File: config.mk
export PLATFORM = sky130hd
export DESIGN_NAME = mccu_fsm
export DESIGN_NICKNAME = d
export VERILOG_FILES = /design/src/rtl/mccu_pkg.sv /design/src/rtl/mccu_decode.sv /design/src/rtl/mccu_fsm.sv
export SDC_FILE = /design/constraint.sdc
export NUM_CORES = 1
export LEC_CHECK = 0
export CAP_MARGIN = 20
export CORE_MARGIN = 4
export CORE_UTILIZATION = 35
export CTS_CLUSTER_SIZE = 28
export DETAILED_ROUTE_END_ITERATION = 16
export MAX_ROUTING_LAYER = met4
export PLACE_DENSITY_LB_ADDON = 0.05
export SLEW_MARGIN = 20
export SYNTH_ARGS = -nofsm -noshare
export SYNTH_HDL_FRONTEND = slang
export SYNTH_SLANG_ARGS = --single-unit
File: constraint.sdc
create_clock -name clk -period 2 [get_ports clk]
set_input_delay 0.4 -clock clk [delete_from_list [all_inputs] [get_ports clk]]
set_output_delay 0.4 -clock clk [all_outputs]
set_load 0.02 [all_outputs]
File: src/rtl/mccu_pkg.sv
// mccu_pkg: shared encodings for the multicycle control unit.
// State codes, MIPS op/func constants, ALU control codes, datapath
// select codes and the decoded-instruction flag struct.
package mccu_pkg;

  typedef enum logic [2:0] {
    S_IF  = 3'd0,
    S_ID  = 3'd1,
    S_EXE = 3'd2,
    S_MEM = 3'd3,
    S_WB  = 3'd4
  } state_t;

  // opcodes
  localparam logic [5:0] OP_RTYPE = 6'b000000;
  localparam logic [5:0] OP_J     = 6'b000010;
  localparam logic [5:0] OP_JAL   = 6'b000011;
  localparam logic [5:0] OP_BEQ   = 6'b000100;
  localparam logic [5:0] OP_BNE   = 6'b000101;
  localparam logic [5:0] OP_ADDI  = 6'b001000;
  localparam logic [5:0] OP_ANDI  = 6'b001100;
  localparam logic [5:0] OP_ORI   = 6'b001101;
  localparam logic [5:0] OP_XORI  = 6'b001110;
  localparam logic [5:0] OP_LUI   = 6'b001111;
  localparam logic [5:0] OP_LW    = 6'b100011;
  localparam logic [5:0] OP_SW    = 6'b101011;

  // R-type function fields
  localparam logic [5:0] FN_ADD = 6'b100000;
  localparam logic [5:0] FN_SUB = 6'b100010;
  localparam logic [5:0] FN_AND = 6'b100100;
  localparam logic [5:0] FN_OR  = 6'b100101;
  localparam logic [5:0] FN_XOR = 6'b100110;
  localparam logic [5:0] FN_SLL = 6'b000000;
  localparam logic [5:0] FN_SRL = 6'b000010;
  localparam logic [5:0] FN_SRA = 6'b000011;
  localparam logic [5:0] FN_JR  = 6'b001000;

  // ALU control; the don't-care msb of the x-codes is driven 0
  localparam logic [3:0] ALUC_ADD = 4'b0000;
  localparam logic [3:0] ALUC_SUB = 4'b0100;
  localparam logic [3:0] ALUC_AND = 4'b0001;
  localparam logic [3:0] ALUC_OR  = 4'b0101;
  localparam logic [3:0] ALUC_XOR = 4'b0010;
  localparam logic [3:0] ALUC_LUI = 4'b0110;
  localparam logic [3:0] ALUC_SLL = 4'b0011;
  localparam logic [3:0] ALUC_SRL = 4'b0111;
  localparam logic [3:0] ALUC_SRA = 4'b1111;

  // ALU B operand select
  localparam logic [1:0] ASRCB_REG  = 2'b00;
  localparam logic [1:0] ASRCB_FOUR = 2'b01;
  localparam logic [1:0] ASRCB_IMM  = 2'b10;
  localparam logic [1:0] ASRCB_BR   = 2'b11;

  // PC source select
  localparam logic [1:0] PCS_ALU = 2'b00;
  localparam logic [1:0] PCS_TGT = 2'b01;
  localparam logic [1:0] PCS_RS  = 2'b10;
  localparam logic [1:0] PCS_JMP = 2'b11;

  // one-hot decoded instruction
  typedef struct packed {
    logic i_add, i_sub, i_and, i_or, i_xor;
    logic i_sll, i_srl, i_sra, i_jr;
    logic i_addi, i_andi, i_ori, i_xori, i_lui;
    logic i_lw, i_sw, i_beq, i_bne, i_j, i_jal;
  } inst_t;

  // ALU operation used during the execute state
  function automatic logic [3:0] exe_aluc(input inst_t i);
    logic [3:0] c;
    c = ALUC_ADD;
    if (i.i_sub | i.i_beq | i.i_bne) c = ALUC_SUB;
    if (i.i_and | i.i_andi)          c = ALUC_AND;
    if (i.i_or  | i.i_ori)           c = ALUC_OR;
    if (i.i_xor | i.i_xori)          c = ALUC_XOR;
    if (i.i_lui)                     c = ALUC_LUI;
    if (i.i_sll)                     c = ALUC_SLL;
    if (i.i_srl)                     c = ALUC_SRL;
    if (i.i_sra)                     c = ALUC_SRA;
    return c;
  endfunction

endpackage

File: src/rtl/mccu_decode.sv
// mccu_decode: purely combinational op/func decoder producing one-hot
// instruction flags; anything outside the supported subset raises illegal.
module mccu_decode
  import mccu_pkg::*;
(
  input  logic [5:0] op,
  input  logic [5:0] func,
  output inst_t      inst,
  output logic       illegal
);

  // decode the opcode, and the function field for R-type
  always_comb begin
    inst    = '0;
    illegal = 1'b0;
    case (op)
      OP_RTYPE: begin
        case (func)
          FN_ADD:  inst.i_add = 1'b1;
          FN_SUB:  inst.i_sub = 1'b1;
          FN_AND:  inst.i_and = 1'b1;
          FN_OR:   inst.i_or  = 1'b1;
          FN_XOR:  inst.i_xor = 1'b1;
          FN_SLL:  inst.i_sll = 1'b1;
          FN_SRL:  inst.i_srl = 1'b1;
          FN_SRA:  inst.i_sra = 1'b1;
          FN_JR:   inst.i_jr  = 1'b1;
          default: illegal    = 1'b1;
        endcase
      end
      OP_ADDI: inst.i_addi = 1'b1;
      OP_ANDI: inst.i_andi = 1'b1;
      OP_ORI:  inst.i_ori  = 1'b1;
      OP_XORI: inst.i_xori = 1'b1;
      OP_LUI:  inst.i_lui  = 1'b1;
      OP_LW:   inst.i_lw   = 1'b1;
      OP_SW:   inst.i_sw   = 1'b1;
      OP_BEQ:  inst.i_beq  = 1'b1;
      OP_BNE:  inst.i_bne  = 1'b1;
      OP_J:    inst.i_j    = 1'b1;
      OP_JAL:  inst.i_jal  = 1'b1;
      default: illegal     = 1'b1;
    endcase
  end

endmodule

File: src/rtl/mccu_fsm.sv
// mccu_fsm: multicycle control unit (IF/ID/EXE/MEM/WB) for the MIPS subset.
// Outputs are combinational from state, op, func and z. Write enables are
// gated by clrn so nothing writes while reset is asserted.
// Optional build macro MCCU_MEMWAIT_EN: fetch and memory states wait for
// mem_rdy; without it mem_rdy is ignored.
module mccu_fsm
  import mccu_pkg::*;
#(
  parameter int CNT_W = 32
) (
  input  logic             clk,
  input  logic             clrn,
  input  logic [5:0]       op,
  input  logic [5:0]       func,
  input  logic             z,
  input  logic             mem_rdy,
  output logic             wpc,
  output logic             wir,
  output logic             wmem,
  output logic             wreg,
  output logic             iord,
  output logic             regrt,
  output logic             m2reg,
  output logic             jal,
  output logic             shift,
  output logic             sext,
  output logic             alusrca,
  output logic [1:0]       alusrcb,
  output logic [3:0]       aluc,
  output logic [1:0]       pcsource,
  output logic [2:0]       state,
  output logic [CNT_W-1:0] icount
);

  state_t state_q, state_nx;
  inst_t  inst;
  logic   illegal;
  logic   mem_ok;
  logic   wpc_r, wir_r, wmem_r, wreg_r;

  mccu_decode u_dec (
    .op      (op),
    .func    (func),
    .inst    (inst),
    .illegal (illegal)
  );

`ifdef MCCU_MEMWAIT_EN
  assign mem_ok = mem_rdy;
`else
  logic unused_mem_rdy;
  assign unused_mem_rdy = mem_rdy;
  assign mem_ok = 1'b1;
`endif

  // instruction classes shared by next-state and output logic
  logic is_jump, is_branch, is_mem, is_shift, imm_src, use_sext, wr_rt;
  assign is_jump   = inst.i_j | inst.i_jal | inst.i_jr;
  assign is_branch = inst.i_beq | inst.i_bne;
  assign is_mem    = inst.i_lw | inst.i_sw;
  assign is_shift  = inst.i_sll | inst.i_srl | inst.i_sra;
  assign wr_rt     = inst.i_addi | inst.i_andi | inst.i_ori | inst.i_xori |
                     inst.i_lui | inst.i_lw;
  assign imm_src   = wr_rt | inst.i_sw;
  assign use_sext  = inst.i_addi | is_mem | is_branch;

  // state register; reset lands in fetch
  always_ff @(posedge clk or negedge clrn) begin
    if (!clrn) state_q <= S_IF;
    else       state_q <= state_nx;
  end

  // retired-instruction counter: every return to fetch retires one
  always_ff @(posedge clk or negedge clrn) begin
    if (!clrn)                                icount <= '0;
    else if (state_nx == S_IF && state_q != S_IF) icount <= icount + 1'b1;
  end

  // next-state selection
  always_comb begin
    state_nx = S_IF;
    case (state_q)
      S_IF:  state_nx = mem_ok ? S_ID : S_IF;
      S_ID:  state_nx = (is_jump || illegal) ? S_IF : S_EXE;
      S_EXE: begin
        if (is_branch)   state_nx = S_IF;
        else if (is_mem) state_nx = S_MEM;
        else             state_nx = S_WB;
      end
      S_MEM: begin
        if (!mem_ok)         state_nx = S_MEM;
        else if (inst.i_lw)  state_nx = S_WB;
        else                 state_nx = S_IF;
      end
      S_WB:    state_nx = S_IF;
      default: state_nx = S_IF;
    endcase
  end

  // per-state datapath controls
  always_comb begin
    wpc_r    = 1'b0;
    wir_r    = 1'b0;
    wmem_r   = 1'b0;
    wreg_r   = 1'b0;
    iord     = 1'b0;
    regrt    = 1'b0;
    m2reg    = 1'b0;
    jal      = 1'b0;
    shift    = 1'b0;
    sext     = 1'b0;
    alusrca  = 1'b0;
    alusrcb  = ASRCB_REG;
    aluc     = ALUC_ADD;
    pcsource = PCS_ALU;
    case (state_q)
      S_IF: begin
        alusrcb = ASRCB_FOUR;
        wpc_r   = mem_ok;
        wir_r   = mem_ok;
      end
      S_ID: begin
        // branch target PC+4+(offset<<2) is formed here, so the offset
        // must already be sign-extended
        alusrcb = ASRCB_BR;
        sext    = is_branch;
        if (inst.i_j || inst.i_jal) begin
          pcsource = PCS_JMP;
          wpc_r    = 1'b1;
        end
        if (inst.i_jal) begin
          wreg_r = 1'b1;
          jal    = 1'b1;
        end
        if (inst.i_jr) begin
          pcsource = PCS_RS;
          wpc_r    = 1'b1;
        end
      end
      S_EXE: begin
        alusrca = 1'b1;
        shift   = is_shift;
        alusrcb = imm_src ? ASRCB_IMM : ASRCB_REG;
        sext    = use_sext;
        aluc    = exe_aluc(inst);
        if (is_branch) begin
          pcsource = PCS_TGT;
          wpc_r    = (inst.i_beq & z) | (inst.i_bne & ~z);
        end
      end
      S_MEM: begin
        iord   = 1'b1;
        wmem_r = inst.i_sw;
      end
      S_WB: begin
        wreg_r = 1'b1;
        regrt  = wr_rt;
        m2reg  = inst.i_lw;
      end
      default: ;
    endcase
  end

  assign wpc   = wpc_r  & clrn;
  assign wir   = wir_r  & clrn;
  assign wmem  = wmem_r & clrn;
  assign wreg  = wreg_r & clrn;
  assign state = state_q;

endmodule

# [Word-level counts from Yosys, hierarchy flattened]
# Index checks and enable logic that the tools add are counted.
[classes] n_addsub=1 eq_ne=23 n_mux=57 n_bitwise=27 reduce_logical=10
[op_table] cell="6-bit == test, second input constant" count=7
[op_table] cell="6-bit by 4-bit == test with 1-bit output, second input constant" count=6
[op_table] cell="1-bit two-way mux" count=33
[op_table] cell="32-bit by 1-bit adder with 32-bit output, second input constant" count=1
[op_table] cell="4-bit two-way mux" count=8
[op_table] cell="6-bit by 2-bit == test with 1-bit output, second input constant" count=4
[op_table] cell="1-bit OR" count=20
[op_table] cell="6-bit by 3-bit == test with 1-bit output, second input constant" count=2
[op_table] cell="6-bit zero test" count=2
[op_table] cell="3-bit two-way mux" count=4
[op_table] cell="3-bit case mux with 4 select lines" count=1
[op_table] cell="11-bit OR reduction" count=1
[op_table] cell="9-bit OR reduction" count=1
[op_table] cell="2-bit two-way mux" count=4
[op_table] cell="8-bit two-way mux" count=1
[op_table] cell="1-bit bitwise AND" count=6
[op_table] cell="3-bit by 2-bit == test with 1-bit output, second input constant" count=2
[op_table] cell="3-bit zero test" count=2
[op_table] cell="1-bit case mux with 2 select lines" count=3
[op_table] cell="2-bit case mux with 3 select lines" count=1
[op_table] cell="2-bit case mux with 2 select lines" count=1
[op_table] cell="3-bit by 1-bit == test with 1-bit output, second input constant" count=1
[op_table] cell="3-bit == test, second input constant" count=1
[op_table] cell="1-bit case mux with 3 select lines" count=1
[op_table] cell="other kinds (4)" count=5
[word_totals] reg_bits=35 inputBits=16 out_inout_bits=54 wordCells=120

# [Depth between registers and ports, before layout]
[depth] ltp_word=14 ltp_mapped=7 depth_no_buf=6

# [Cells and area by module]
# From an unflattened synthesis, not the netlist that was laid out.
[unflattened] hier_cells=250 hier_area_um2=2301.0
[by_module_without_submodules] mod="mccu_fsm" n_inst=1 cells_each=193 area_per_inst_um2=1973.1
[by_module_without_submodules] mod="mccu_decode" n_inst=1 cells_each=57 area_per_inst_um2=327.8

# [Worst setup path after synthesis]
# OpenSTA, ideal clock, no wires.
[synth_path] path_kind="flip-flop to output port" start="register state_q[0] (netlist: state[0])" end="output port aluc[1]" t_arrival_ns=1.962 path_slack_ns=-0.362 path_stages_with_launch=7 n_path_buf=2 cell_sequence="dfrtp_1 > buf_2 > or3_1 > clkbuf_1 > inv_1 > o2111a_1 > o21bai_1"
[synth_via] elab_chain_cells=2
[synth_rtl] item="start, declared" line="mccu_fsm.sv:35" rtl="state_t state_q, state_nx;"
[synth_rtl] item="start signal, assigned" line="mccu_fsm.sv:70" rtl="else state_q <= state_nx;"
[synth_rtl] item="3-bit by 2-bit == test with 1-bit output" line="mccu_fsm.sv:116" rtl="case (state_q)"
[synth_rtl] item="4-bit two-way mux" line="mccu_fsm.sv:116"
[synth_rtl] item="end, declared" line="mccu_fsm.sv:29" rtl="output logic [3:0] aluc,"
# Every way passes these cells.

# [Final worst setup path]
[layout_path] start="register state_q[0] (netlist: state[0])" end="register icount[1]"
[layout_via] elab_chain_cells=4
[layout_rtl] item="3-bit by 2-bit == test with 1-bit output, or another cell as far along" line="mccu_fsm.sv:82" rtl="case (state_q)"
[layout_rtl] item="3-bit case mux with 4 select lines" line="mccu_fsm.sv:82"
[layout_rtl] item="3-bit zero test" line="mccu_fsm.sv:76" rtl="else if (state_nx == S_IF && state_q != S_IF) icount <= icount + 1'b1;"
[layout_rtl] item="1-bit logical AND *" line="mccu_fsm.sv:76"
[layout_rtl] item="end signal, assigned" line="mccu_fsm.sv:76"
[layout_rtl] item="end, declared" line="mccu_fsm.sv:32" rtl="output logic [CNT_W-1:0] icount"
# Every way passes the cells marked *; elsewhere a longest branch is shown, timed or not.
# A chain may end at the register's enable or synchronous reset.

==> impl_metrics.sql <==
INSERT INTO impl_metrics (metric_group, metric, value, unit) VALUES
('run_status', 'run_status', 'complete, but fails checks', ''),
('run_status', 'failing_checks', 'setup timing', ''),
('min_path', 'min_path_type', 'in -> async', ''),
('drt', 'wl', '7.94', 'mm'),
('logic_synthesis', 'synth_top_area_share', '39.1', '%'),
('final_layout', 'antenna_diode_instance_count', '0', ''),
('critical_path', 'worstReg2RegStart', 'state[0]$_DFF_PN0_', ''),
('floorplan', 'core_region_area', '0.00606', 'mm²'),
('critical_path', 'worst_setup_path_start_kind', 'flip-flop', ''),
('critical_path', 'crit_fanout', '10', ''),
('critical_path', 'worst_path_max_delay_cell', 'sky130_fd_sc_hd__or3b_4', ''),
('sta', 'final-hold-violation-count', '0', ''),
('sta', 'finalWorstSetupSlack', '-0.114', 'ns'),
('logic_synthesis', 'syn_area', '0.00224', 'mm²'),
('logic_synthesis', 'ys_types', '58', ''),
('critical_path', 'rrSetupSlack', '-0.11', 'ns'),
('critical_path', 'critPathCapture', 'icount[1]$_DFFE_PN0P_', ''),
('global_route', 'antenna_found_initial', '0', ''),
('global_route', 'number_of_global_route_vias_before_repair', '2481', ''),
('final_layout', 'syn_to_final_growth', '93.1', '%'),
('logic_synthesis', 'synth_enable_flop_cells', '0', ''),
('clocking', 'total_clock_sinks', '35', ''),
('logic_synthesis', 'yosys.area.top_type', 'sky130_fd_sc_hd__dfrtp_1', ''),
('logic_synthesis', 'synth-warning-count', '0', ''),
('sta', 'finalSetupViolations', '30', ''),
('drt', 'route.detailed.wl_per_inst', '16.7', 'µm'),
('logic_synthesis', 'synthTopCellsByArea', 'sky130_fd_sc_hd__dfrtp_1 (39%), sky130_fd_sc_hd__xor2_1 (7.8%), sky130_fd_sc_hd__nand4_1 (4.7%)', ''),
('power_and_ir_drop', 'peakVddDrop', '0.738', 'mV'),
('clocking', 'cts-buffers-inserted', '5', ''),
('sta', 'slew_headroom', '69.1', '%'),
('final_layout', 'instances_no_fill', '476', ''),
('clocking', 'worst_skew_pair.late_latency', '0.30', 'ns'),
('sta', 'whs', '0.0716', 'ns'),
('logic_synthesis', 'synth_nets', '260', ''),
('place', 'portBuffers', '68', ''),
('global_route', 'global_route.overflow_total', '0', ''),
('critical_path', 'critical-path-top-delay-family', 'buffers and inverters', ''),
('logic_synthesis', 'synth_flop_cell', 'sky130_fd_sc_hd__dfrtp_1', ''),
('final_layout', 'fillerInstances', '442', ''),
('logic_synthesis', 'synth_cells', '243', ''),
('clocking', 'cts_htree_levels', '2', ''),
('sta', 'f_max', '473', 'MHz'),
('logic_synthesis', 'async_flop_share', '100', '%'),
('global_route', 'grt_start_max_net_pins', '22', ''),
('critical_path', 'worst_r2r_path_depth', '8', ''),
('floorplan', 'die-width', '88.0', 'µm'),
('place', 'dp_cells', '439', ''),
('clocking', 'path_clk_slew', '0.08', 'ns'),
('power_and_ir_drop', 'power_switching', '1250', 'µW'),
('critical_path', 'critical_path.cell_chain', 'buf_6, or3b_4, a311oi_4, buf_4, o211ai_1, buf_4, nand2_4, mux2_4', ''),
('critical_path', 'most_frequent_cell_on_the_critical_path', 'sky130_fd_sc_hd__buf_4', ''),
('floorplan', 'num_rows', '28', ''),
('final_layout', 'postLayoutCoreUtil', '71.3', '%'),
('clocking', 'cts-hold-fix-buffers', '0', ''),
('job', 'number_of_max_capacitance_violations_reported', '0', ''),
('drt', 'vias', '2501', ''),
('power_and_ir_drop', 'power_frac_comb', '52.6', '%'),
('critical_path', 'worstPathRequired', '2.18', 'ns'),
('place', 'gpl.final_weighted_congestion', '0.938', ''),
('drt', 'drtPass1Iterations', '4', ''),
('floorplan', 'starting_density_of_the_core', '37.0', '%'),
('power_and_ir_drop', 'intPower', '2100', 'µW'),
('power_and_ir_drop', 'total_power_per_unit_cell_area', '775', 'mW/mm²'),
('power_and_ir_drop', 'power', '3350', 'µW'),
('floorplan', 'die_height', '88.0', 'µm'),
('floorplan', 'boundary_pins', '70', ''),
('critical_path', 'worstReg2RegEnd', 'icount[1]$_DFFE_PN0P_', ''),
('logic_synthesis', 'post_synthesis_register_bit_count', '35', ''),
('drt', 'detailedRoute.firstIterationViolations', '82', ''),
('final_layout', 'fin_nets', '417', ''),
('clocking', 'cts-root-to-sink-buffers', '2', '');
-- layer usage --
| layer | global-route usage, % | wire (µm) | vias to the layer above |
|---|---|---|---|
| met4 | 6.00 | 148 | 0 |
| met5 | - | 0 | - |
| li1 | - | - | 1217 |
| met3 | 3.01 | 315 | 14 |
| met2 | 32.5 | 3750 | 75 |
| met1 | 29.4 | 3730 | 1195 |
-- registers in the layout, indices dropped and copies added (netlist names) --
signal,flops
icount,32
state,3
-- cells in the final DEF, fill, tap and decap left out, drive strengths merged, types with 4 or more instances in the layout --
cell type	synthesis	layout
a21oi	4	4
and3	5	5
and4	4	4
buf	9	116
clkbuf	2	9
clkdlybuf4s15	0	6
clkdlybuf4s50	0	36
dfrtp	35	35
inv	11	11
nand2	15	15
nand3	16	16
nand4	17	17
nor2	16	16
nor3	15	15
nor4	8	8
o21ai	9	9
or3	5	5
xnor2	11	11
xor2	20	20
-- how the worst min path moves through the flow --
stage | slack [ns] | to | startpoint
detailed placement | 0.39 | icount[13]$_DFFE_PN0P_ | clrn
global placement | 0.39 | icount[12]$_DFFE_PN0P_ | clrn
finish | 0.07 | icount[12]$_DFFE_PN0P_ | clrn
CTS | 0.06 | icount[12]$_DFFE_PN0P_ | clrn
global route | 0.07 | icount[13]$_DFFE_PN0P_ | clrn
floorplan | 0.10 | icount[0]$_DFFE_PN0P_ | clrn
-- final cells by class --
type / instances / share of cell area [%]
Clock buffer: 6 / 1.91
Multi-Input combinational cell: 186 / 39.2
Sequential cell: 35 / 20.3
Inverter: 11 / 1.13
Tap cell: 75 / 2.17
Timing Repair Buffer: 161 / 34.5
Clock inverter: 2 / 0.810
-- repair_timing --
action                                  4_1_cts  5_1_grt
endpoints found under the setup margin       51       48
buffers inserted                             19       10
resized for setup                           181       63
hold endpoints to repair                      0        0
cloned                                        3        0
pin swaps                                    33       30
-- power by group through the flow --
| stage | clock, µW | combinational [µW] | sequential (µW) |
|---|---|---|---|
| 3_5_place_dp | 0 | 1380 | 922 |
| 5_1_grt | 706 | 1870 | 933 |
| 2_1_floorplan | 0 | 579 | 1060 |
| 6_report | 670 | 1760 | 919 |
| 4_1_cts | 682 | 1610 | 912 |
| 3_3_place_gp | 0 | 1380 | 922 |
-- Yosys cell counts, types with 2 or more instances --
master / n
sky130_fd_sc_hd__o211ai_1: 2
sky130_fd_sc_hd__and4_1: 4
sky130_fd_sc_hd__o21ai_0: 8
sky130_fd_sc_hd__and3_1: 5
sky130_fd_sc_hd__nor2_1: 15
sky130_fd_sc_hd__xor2_1: 20
sky130_fd_sc_hd__inv_1: 10
sky130_fd_sc_hd__buf_2: 8
sky130_fd_sc_hd__o31ai_1: 2
sky130_fd_sc_hd__nor4_2: 2
sky130_fd_sc_hd__xnor2_1: 11
sky130_fd_sc_hd__nand2_1: 14
sky130_fd_sc_hd__nor4_1: 5
sky130_fd_sc_hd__nor4b_1: 2
sky130_fd_sc_hd__o32ai_1: 2
sky130_fd_sc_hd__a21oi_1: 4
sky130_fd_sc_hd__or3_1: 5
sky130_fd_sc_hd__nor3_1: 15
sky130_fd_sc_hd__nor3b_1: 2
sky130_fd_sc_hd__nand3_1: 16
sky130_fd_sc_hd__or2_2: 2
sky130_fd_sc_hd__nand4_1: 17
sky130_fd_sc_hd__nor2b_1: 3
sky130_fd_sc_hd__dfrtp_1: 35
-- per-stage QoR --
step	setup WS, ns	cell area, µm²	TNS (ns)
after floorplan	-0.0954	2310	-0.101
after global placement	-0.827	3490	-30.55
after detailed placement	-0.864	3490	-31.48
after CTS	-0.107	4060	-1.30
after global routing	-0.176	4320	-3.94
final	-0.114	4320	-1.72
-- cells by family after synthesis --
family                     Yosys count  synth area share, %
xor gates and xnor gates            31                 12.1
buffers and inverters               22                 4.52
adders and majority gates            1                0.559
AOI/OAI and AO/OA                   33                 11.3
muxes                                2                0.950
DFF                                 35                 39.1
and+or+nand+nor                    119                 31.5
No activity file was read; power rests on OpenSTA's default activity.
